$ cat src/rtl/data_mem_arbiter_pkg.sv
// Shared definitions for the data RAM arbiter and dump sequencer.
// The width/limit defaults are also used by the main-memory and CPU top levels.
package data_mem_arbiter_pkg;

   localparam int DEF_ADDR_W       = 9;
   localparam int DEF_DATA_W       = 32;
   localparam int DEF_STARVE_LIMIT = 4;

   typedef enum logic [1:0] {
      IDLE  = 2'd0,
      SCAN  = 2'd1,
      DRAIN = 2'd2
   } dumpState_t;

endpackage

$ cat src/rtl/data_mem_arbiter_out_reg.sv
// Valid/ready holding register for dumped words.
// A capture may happen in the same cycle as a handshake, which gives one word per cycle.
module dump_out_reg
   import data_mem_arbiter_pkg::*;
#(
   parameter int ADDR_W = DEF_ADDR_W,
   parameter int DATA_W = DEF_DATA_W
) (
   input  logic              CLOCK,
   input  logic              RESET,
   input  logic              captureEn,
   input  logic [ADDR_W-1:0] captureIndex,
   input  logic [DATA_W-1:0] captureData,
   input  logic              outReady,
   output logic              outValid,
   output logic [ADDR_W-1:0] outIndex,
   output logic [DATA_W-1:0] outData,
   output logic              handshake
);

   assign handshake = outValid & outReady;

   // Load a new word on capture; otherwise drop valid once the consumer has taken the word.
   always_ff @(posedge CLOCK) begin
      if (RESET) begin
         outValid <= 1'b0;
         outIndex <= '0;
         outData  <= '0;
      end else if (captureEn) begin
         outValid <= 1'b1;
         outIndex <= captureIndex;
         outData  <= captureData;
      end else if (handshake) begin
         outValid <= 1'b0;
      end
   end

endmodule

$ cat src/rtl/data_mem_arbiter.sv
// Shares the single-port data RAM between MEM-stage loads/stores and the dump engine.
// The dump engine uses idle slots; after STARVE_LIMIT denied cycles it takes a slot by
// stalling the pipeline for one cycle. The CPU path is purely combinational.
module data_mem_arbiter
   import data_mem_arbiter_pkg::*;
#(
   parameter int ADDR_W       = DEF_ADDR_W,
   parameter int DATA_W       = DEF_DATA_W,
   parameter int STARVE_LIMIT = DEF_STARVE_LIMIT
) (
   input  logic              CLOCK,
   input  logic              RESET,
   input  logic              CpuMemREQ,
   input  logic              CpuMemWE,
   input  logic [31:0]       CpuAddr,
   input  logic [DATA_W-1:0] CpuWrData,
   output logic [DATA_W-1:0] CpuRdData,
   output logic              CpuStall,
   input  logic              DumpStart,
   output logic              DumpBusy,
   output logic              DumpValid,
   input  logic              DumpReady,
   output logic [ADDR_W-1:0] DumpIndex,
   output logic [DATA_W-1:0] DumpData,
   output logic              DumpDone,
   output logic              RamWE,
   output logic [ADDR_W-1:0] RamIndex,
   output logic [DATA_W-1:0] RamWrData,
   input  logic [DATA_W-1:0] RamRdData
);

   localparam int                  STARVE_W   = $clog2(STARVE_LIMIT + 1);
   localparam logic [STARVE_W-1:0] STARVE_MAX = STARVE_W'(STARVE_LIMIT);

   dumpState_t          state;
   logic [ADDR_W:0]     scanPtr;
   logic [STARVE_W-1:0] starveCount;
   logic                dumpWant;
   logic                forcedGrant;
   logic                dumpGrant;
   logic                handshake;
   logic                unusedAddrBits;

   // The top pointer bit marks that every word has been read.
   assign dumpWant    = (state == SCAN) && !scanPtr[ADDR_W] && (!DumpValid || DumpReady);
   assign forcedGrant = dumpWant && CpuMemREQ && (starveCount == STARVE_MAX);
   assign dumpGrant   = dumpWant && (!CpuMemREQ || forcedGrant);

   assign CpuStall       = forcedGrant;
   assign RamWE          = CpuMemREQ && CpuMemWE && !dumpGrant;
   assign RamIndex       = dumpGrant ? scanPtr[ADDR_W-1:0] : CpuAddr[ADDR_W+1:2];
   assign RamWrData      = CpuWrData;
   assign CpuRdData      = RamRdData;
   assign unusedAddrBits = ^{CpuAddr[31:ADDR_W+2], CpuAddr[1:0]};

   dump_out_reg #(
      .ADDR_W(ADDR_W),
      .DATA_W(DATA_W)
   ) outReg (
      .CLOCK       (CLOCK),
      .RESET       (RESET),
      .captureEn   (dumpGrant),
      .captureIndex(scanPtr[ADDR_W-1:0]),
      .captureData (RamRdData),
      .outReady    (DumpReady),
      .outValid    (DumpValid),
      .outIndex    (DumpIndex),
      .outData     (DumpData),
      .handshake   (handshake)
   );

   // Dump sequencing FSM with scan pointer, starve counter and registered busy/done flags.
   always_ff @(posedge CLOCK) begin
      if (RESET) begin
         state       <= IDLE;
         scanPtr     <= '0;
         starveCount <= '0;
         DumpBusy    <= 1'b0;
         DumpDone    <= 1'b0;
      end else begin
         DumpDone <= 1'b0;
         case (state)
            IDLE: begin
               starveCount <= '0;
               if (DumpStart) begin
                  scanPtr  <= '0;
                  DumpBusy <= 1'b1;
                  state    <= SCAN;
               end
            end
            SCAN: begin
               if (dumpGrant) begin
                  scanPtr     <= scanPtr + 1'b1;
                  starveCount <= '0;
                  if (scanPtr[ADDR_W-1:0] == '1) begin
                     state <= DRAIN;
                  end
               end else if (dumpWant && (starveCount != STARVE_MAX)) begin
                  starveCount <= starveCount + 1'b1;
               end
            end
            DRAIN: begin
               if (handshake) begin
                  DumpBusy <= 1'b0;
                  DumpDone <= 1'b1;
                  state    <= IDLE;
               end
            end
            default: begin
               state <= IDLE;
            end
         endcase
      end
   end

endmodule
$ cat config.mk
export PLATFORM = sky130hd
export DESIGN_NAME = data_mem_arbiter
export DESIGN_NICKNAME = d
export VERILOG_FILES = /design/src/rtl/data_mem_arbiter_pkg.sv /design/src/rtl/data_mem_arbiter_out_reg.sv /design/src/rtl/data_mem_arbiter.sv
export SDC_FILE = /design/constraint.sdc
export NUM_CORES = 1
export LEC_CHECK = 0
export ABC_CLOCK_PERIOD_IN_PS = 2800
export CELL_PAD_IN_SITES_DETAIL_PLACEMENT = 0
export CELL_PAD_IN_SITES_GLOBAL_PLACEMENT = 1
export CORE_MARGIN = 2
export CORE_UTILIZATION = 24
export CTS_CLUSTER_DIAMETER = 30
export DETAILED_ROUTE_END_ITERATION = 8
export GPL_ROUTABILITY_DRIVEN = 0
export PLACE_DENSITY = 0.9
export SLEW_MARGIN = 25
export SYNTH_ARGS = -nofsm -noshare
export SYNTH_HDL_FRONTEND = slang
export SYNTH_HIERARCHICAL = 1
export SYNTH_SLANG_ARGS = --single-unit
$ cat constraint.sdc
create_clock -name CLOCK -period 2.8 [get_ports CLOCK]
set_input_delay 0.56 -clock CLOCK [delete_from_list [all_inputs] [get_ports CLOCK]]
set_output_delay 0.56 -clock CLOCK [all_outputs]
set_load 0.02 [all_outputs]
======== Word-level counts from Yosys, hierarchy flattened ========
Index checks and enable logic that the tools add are counted.
cells by class
  div/mod/pow operators ................... 0
  reductions and logical operators ........ 23
  $add $sub $neg .......................... 2
  eq/ne operators ......................... 10
  muxes and demuxes ....................... 17
  bitwise logic cells ..................... 2
  $mul .................................... 0
  order comparisons ....................... 0
  shifts and indexed selects .............. 0
operators by type and width
  cell                                                             number
  10-bit 2-to-1 mux                                                2
  10-bit one-hot mux with 2 select lines                           1
  10-bit by 1-bit adder with 10-bit output, second input constant  1
  9-bit == test, second input constant                             1
  9-bit 2-to-1 mux                                                 1
  1-bit logical AND                                                8
  2-bit 2-to-1 mux                                                 4
  3-bit 2-to-1 mux                                                 2
  2-bit != test, second input constant                             3
  2-bit one-hot mux with 3 select lines                            1
  3-bit one-hot mux with 2 select lines                            1
  3-bit AND reduction                                              2
  2-bit nonzero test                                               3
  1-bit logical NOT                                                4
  1-bit 2-to-1 mux                                                 4
  4-bit AND reduction                                              1
  3-bit by 1-bit adder with 3-bit output, second input constant    1
  3-bit == test, second input constant                             1
  3-bit by 2-bit != test with 1-bit output, second input constant  1
  3-bit != test, second input constant                             1
  2-bit by 1-bit == test with 1-bit output, second input constant  1
  2-bit == test, second input constant                             1
  2-bit logical NOT                                                1
  1-bit logical OR                                                 2
  other kinds (6)                                                  6
word-level totals
  RAM bits ................................ 0
  memories ................................ 0
  word-level logic and storage cells ...... 62
  input port bits ......................... 102
  memory bits (read-only) ................. 0
  flip-flop bits (word level) ............. 59
  output and inout port bits .............. 119
  bits in latches ......................... 0

======== Logic depth before layout (Yosys ltp) ========
  depth in word-level cells ............... 9
  gate-level depth with buffers ........... 9
  mapped depth without buffers ............ 6

======== By module ========
The synthesis kept the hierarchy.
by module, submodules not included
  module            area an instance (um^2)  times used  cells an instance  seq. area each (um^2)
  dump_out_reg      1541.5                   1           138                840.8
  data_mem_arbiter  1453.9                   1           173                340.3

======== Worst setup path before layout ========
No wires, ideal clock.
  kind .................................... register -> output
  start point ............................. reg state[0]
  end point ............................... out RamIndex[4]
  slack ................................... 0.574 ns
  required time ........................... 2.240 ns
  path buffers ............................ 1
  stages on the path, launching flop included .. 5
  data arrival time ....................... 1.666 ns
  cells stage by stage .................... dfxtp_1 > or3b_4 > nor3_4 > buf_6 > mux2_2
between the ends
  longest elaborated chain between the ends .. 8
RTL lines
  what                                        RTL line                source
  from (decl)                                 data_mem_arbiter.sv:35  dumpState_t state;
  from (signal assigned)                      data_mem_arbiter.sv:75  state <= IDLE;
  from (signal assigned)                      data_mem_arbiter.sv:88  state <= SCAN;
  from (signal assigned)                      data_mem_arbiter.sv:96  state <= DRAIN;
  2-bit by 1-bit == test with 1-bit output *  data_mem_arbiter.sv:45  assign dumpWant = (state == SCAN) && !scanPtr[ADDR_W] && (!DumpValid || DumpReady);
  1-bit logical AND * (2 in series)           data_mem_arbiter.sv:45
  1-bit logical AND (2 in series)             data_mem_arbiter.sv:46  assign forcedGrant = dumpWant && CpuMemREQ && (starveCount == STARVE_MAX);
  1-bit logical OR                            data_mem_arbiter.sv:47  assign dumpGrant = dumpWant && (!CpuMemREQ || forcedGrant);
  1-bit logical AND *                         data_mem_arbiter.sv:47
  named net dumpGrant                         data_mem_arbiter.sv:40  logic dumpGrant;
  9-bit 2-to-1 mux *                          data_mem_arbiter.sv:51  assign RamIndex = dumpGrant ? scanPtr[ADDR_W-1:0] : CpuAddr[ADDR_W+1:2];
  to (decl)                                   data_mem_arbiter.sv:27  output logic [ADDR_W-1:0] RamIndex,
Mark *: on every way through the listed nets, which the timed path passes. The rest lies on a longest branch.

======== Worst setup path in the final report ========
  start point ............................. in DumpReady
  end point ............................... out RamIndex[7]
between the ends
  longest elaborated chain between the ends .. 7
RTL lines
  what                             RTL line                source
  from (decl)                      data_mem_arbiter.sv:22  input logic DumpReady,
  1-bit logical OR *               data_mem_arbiter.sv:45
  1-bit logical AND *              data_mem_arbiter.sv:45
  1-bit logical AND (2 in series)  data_mem_arbiter.sv:46
  1-bit logical OR                 data_mem_arbiter.sv:47
  1-bit logical AND *              data_mem_arbiter.sv:47
  9-bit 2-to-1 mux *               data_mem_arbiter.sv:51
Mark *: on every way between the ends. The rest lies on a longest branch, timed or not.

==> reports/qor.yml <==
status:
  status: "completed"
drt:
  wire_per_inst_um: 12.9
  avgViaCountPerCell: 4.15
  vias: 2350
  drtIter0Drc: 89
  wl_mm: 7.31
  antenna_left: 0
  drc: 0
  firstDrtPassIters: 4
pwr:
  clkPwrFrac_pct: 45.3
  powerDensity_mw_per_mm2: 536
  p_switching_mw: 0.546
  leakage_nw: 1.60
  p_comb_share_pct: 16.6
  switching_share_pct: 23.6
  max-vdd-ir-drop_mv: 0.254
  internal-power_mw: 1.77
  p_total_mw: 2.31
  seqPwrFrac_pct: 38.1
yosys:
  synth_ff_type: "dfxtp_1"
  seq_area_frac_synth_pct: 39.4
  yosysWarnings: 6
  synth_area_mm2: 0.00300
  yosysTopAreaCellShare_pct: 39.4
  synth_edf_count: 0
  yosys-top-cells-count: "buf_4, dfxtp_1, nor2_1"
  syn_area_per_cell_um2: 9.63
  syn-num-nets: 417
  synth_top_area_cell: "dfxtp_1"
  synth_most_common_cell: "buf_4"
  synthCells: 311
  synthArstFlopShare_pct: 0
  ys_top_cells_by_area: "dfxtp_1, buf_4, mux2i_1"
  ys_types: 39
  ys_seq_elements: 59
clocking:
  htree_levels: 3
  cts_buffers: 9
  cts.path.max_buffers: 2
  cts.sinks: 59
  clockRootBuffer: "clkbuf_16"
  insertion_delay_ns: 0.32
  hold_buffers: 0
  cts_tree: "built"
  clk_pin_slew_ns: 0.05
floorplanning:
  io_pins: 221
  start_util_pct: 24.7
  die_h_um: 116
  floorplan.rows: 40
  fp.dieArea_mm2: 0.0134
  die_w_um: 116
  fp.coreArea_mm2: 0.0121
worst_setup_path:
  reg2reg_to: "outReg/outData[13]"
  critical_path_class: "input pin to output pin"
  crit_required_ns: 2.24
  r2r_slack_ns: 0.83
  arrival_ns: 2.16
  r2r-start: "state[0]"
  critPathMaxFanout: 6
  end_kind: "output pin"
  start_kind: "input pin"
  ff2ff_path_depth: 7
worst_hold_path:
  hp-class: "flip-flop to flip-flop"
  holdPathStages: 2
  min_to: "outReg/outData[9]"
  hold_start: "outReg/outData[9]"
timing:
  tns_ns: 0
  rsz0062_at_grt: "no"
  max_clock_freq_ghz: 0.367
  finalCriticalPeriod_ns: 2.72
  tightest_slew_ns: 0.539
  fin_skew_ns: 0.00622
  setup_violations: 0
  finalCritPeriodShare_pct: 97.3
  drv_slew: 0
  relSlewSlack_pct: 64.1
  holdWs_ns: 0.487
  hold_viol: 0
placed_design:
  hpwlAfterDp_mm: 5.57
  port_buffers: 133
  dpl-instance-area_mm2: 0.00404
final_layout:
  stdcell_area_mm2: 0.00431
  drive_gt1_share_pct: 13.6
  final_util_pct: 35.6
  nets: 501
  area_delta_synth_final_pct: 43.9
  diodes: 0
flow_run:
  maxCapViolations: 0
grt:
  grt_start_max_net_pins: 30
  grt_pass1_wl_mm: 11.1
  groute.usage.overall_pct: 10.8
  grt_pass1_vias: 2346
  grt_overflow: 0
  antenna_found_initial: 0
power groups by stage:
stage | Sequential [mW] | Clock [mW] | Combinational (mW)
CTS | 0.880 | 1.09 | 0.390
finish | 0.880 | 1.05 | 0.384
detailed placement | 0.897 | 0 | 0.392
global route | 0.882 | 1.13 | 0.410
global placement | 0.896 | 0 | 0.385
floorplan | 0.924 | 0 | 0.263
layout make-up:
cell class / count / area, µm²
Sequential cell: 59 / 1180
Multi-Input combinational cell: 168 / 1170
Inverter: 7 / 26.3
Tap cell: 168 / 210
Fill cell: 1244 / 7800
Clock inverter: 3 / 40.0
Clock buffer: 11 / 243
Timing Repair Buffer: 150 / 1440
cell usage in the layout, fill, tap and decap left out, types with 2 or more instances in the layout:
cell / n
ha_1: 4
buf_4: 15
nand3_1: 6
buf_12: 2
mux2i_1: 43
and2_1: 3
nand2b_1: 2
mux2_2: 9
or3_1: 5
nor2_1: 53
inv_1: 7
o21ai_0: 5
a21oi_1: 9
xnor2_1: 3
clkdlybuf4s50_1: 123
nand4_1: 3
nand2_1: 4
buf_2: 8
clkbuf_16: 9
dfxtp_1: 59
clkinv_2: 2
worst max path at each step:
stage / startpoint / endpoint / slack (ns) / cells past startpoint
2_1_floorplan: state[0] / RamIndex[4] / 0.57 / 4
3_5_place_dp: DumpReady / RamIndex[2] / -0.43 / 6
3_3_place_gp: DumpReady / RamIndex[1] / -0.44 / 6
5_1_grt: DumpReady / RamIndex[7] / 0.007 / 6
4_1_cts: DumpReady / RamIndex[8] / 0.005 / 7
6_report: DumpReady / RamIndex[7] / 0.08 / 6
layer usage:
layer  GRT usage (%)  part of all wire, %  vias to the layer above
li1                -                    -                     1146
met1            10.8                   40                     1064
met2            19.8                   49                      122
met3            4.65                  9.5                       18
met4            4.13                  1.5                        0
met5               0                    0                        -
worst max-delay path, stage by stage:
cell and delay, ns:
clkdlybuf4s50_1 0.51, nor2b_1 0.10, nor3_4 0.20, buf_12 0.14
mux2_2 0.32, dlygate4sd2_1 0.33
stage by stage:
stage	worst slack, ns	cells
floorplan	0.574	311
global placement	-0.437	550
detailed placement	-0.432	550
CTS	0.00510	566
global route	0.00676	566
finish	0.0757	566
flip-flops by register name (all words and copies together) (netlist names):
name and count:
outReg/outData 32, scanPtr 10, outReg/outIndex 9, starveCount 3, state 2, DumpBusy 1
DumpDone 1, outReg/outValid 1
repair_timing:
item / CTS / global route
pin swaps: 1 / 0
buffers inserted: 2 / 0
resized for setup: 30 / 2
endpoints found under the setup margin: 9 / 2
cells by family after synthesis:
logic type	after synthesis	share of synthesized area [%]
AOI/OAI and AO/OA	22	4.51
xor gates and xnor gates	3	0.877
buffers and inverters	84	21.4
and+or+nand+nor	87	14.4
DFF	59	39.4
muxes	52	17.8
adders and majority gates	4	1.67
No activity file was read; power rests on OpenSTA's default activity.
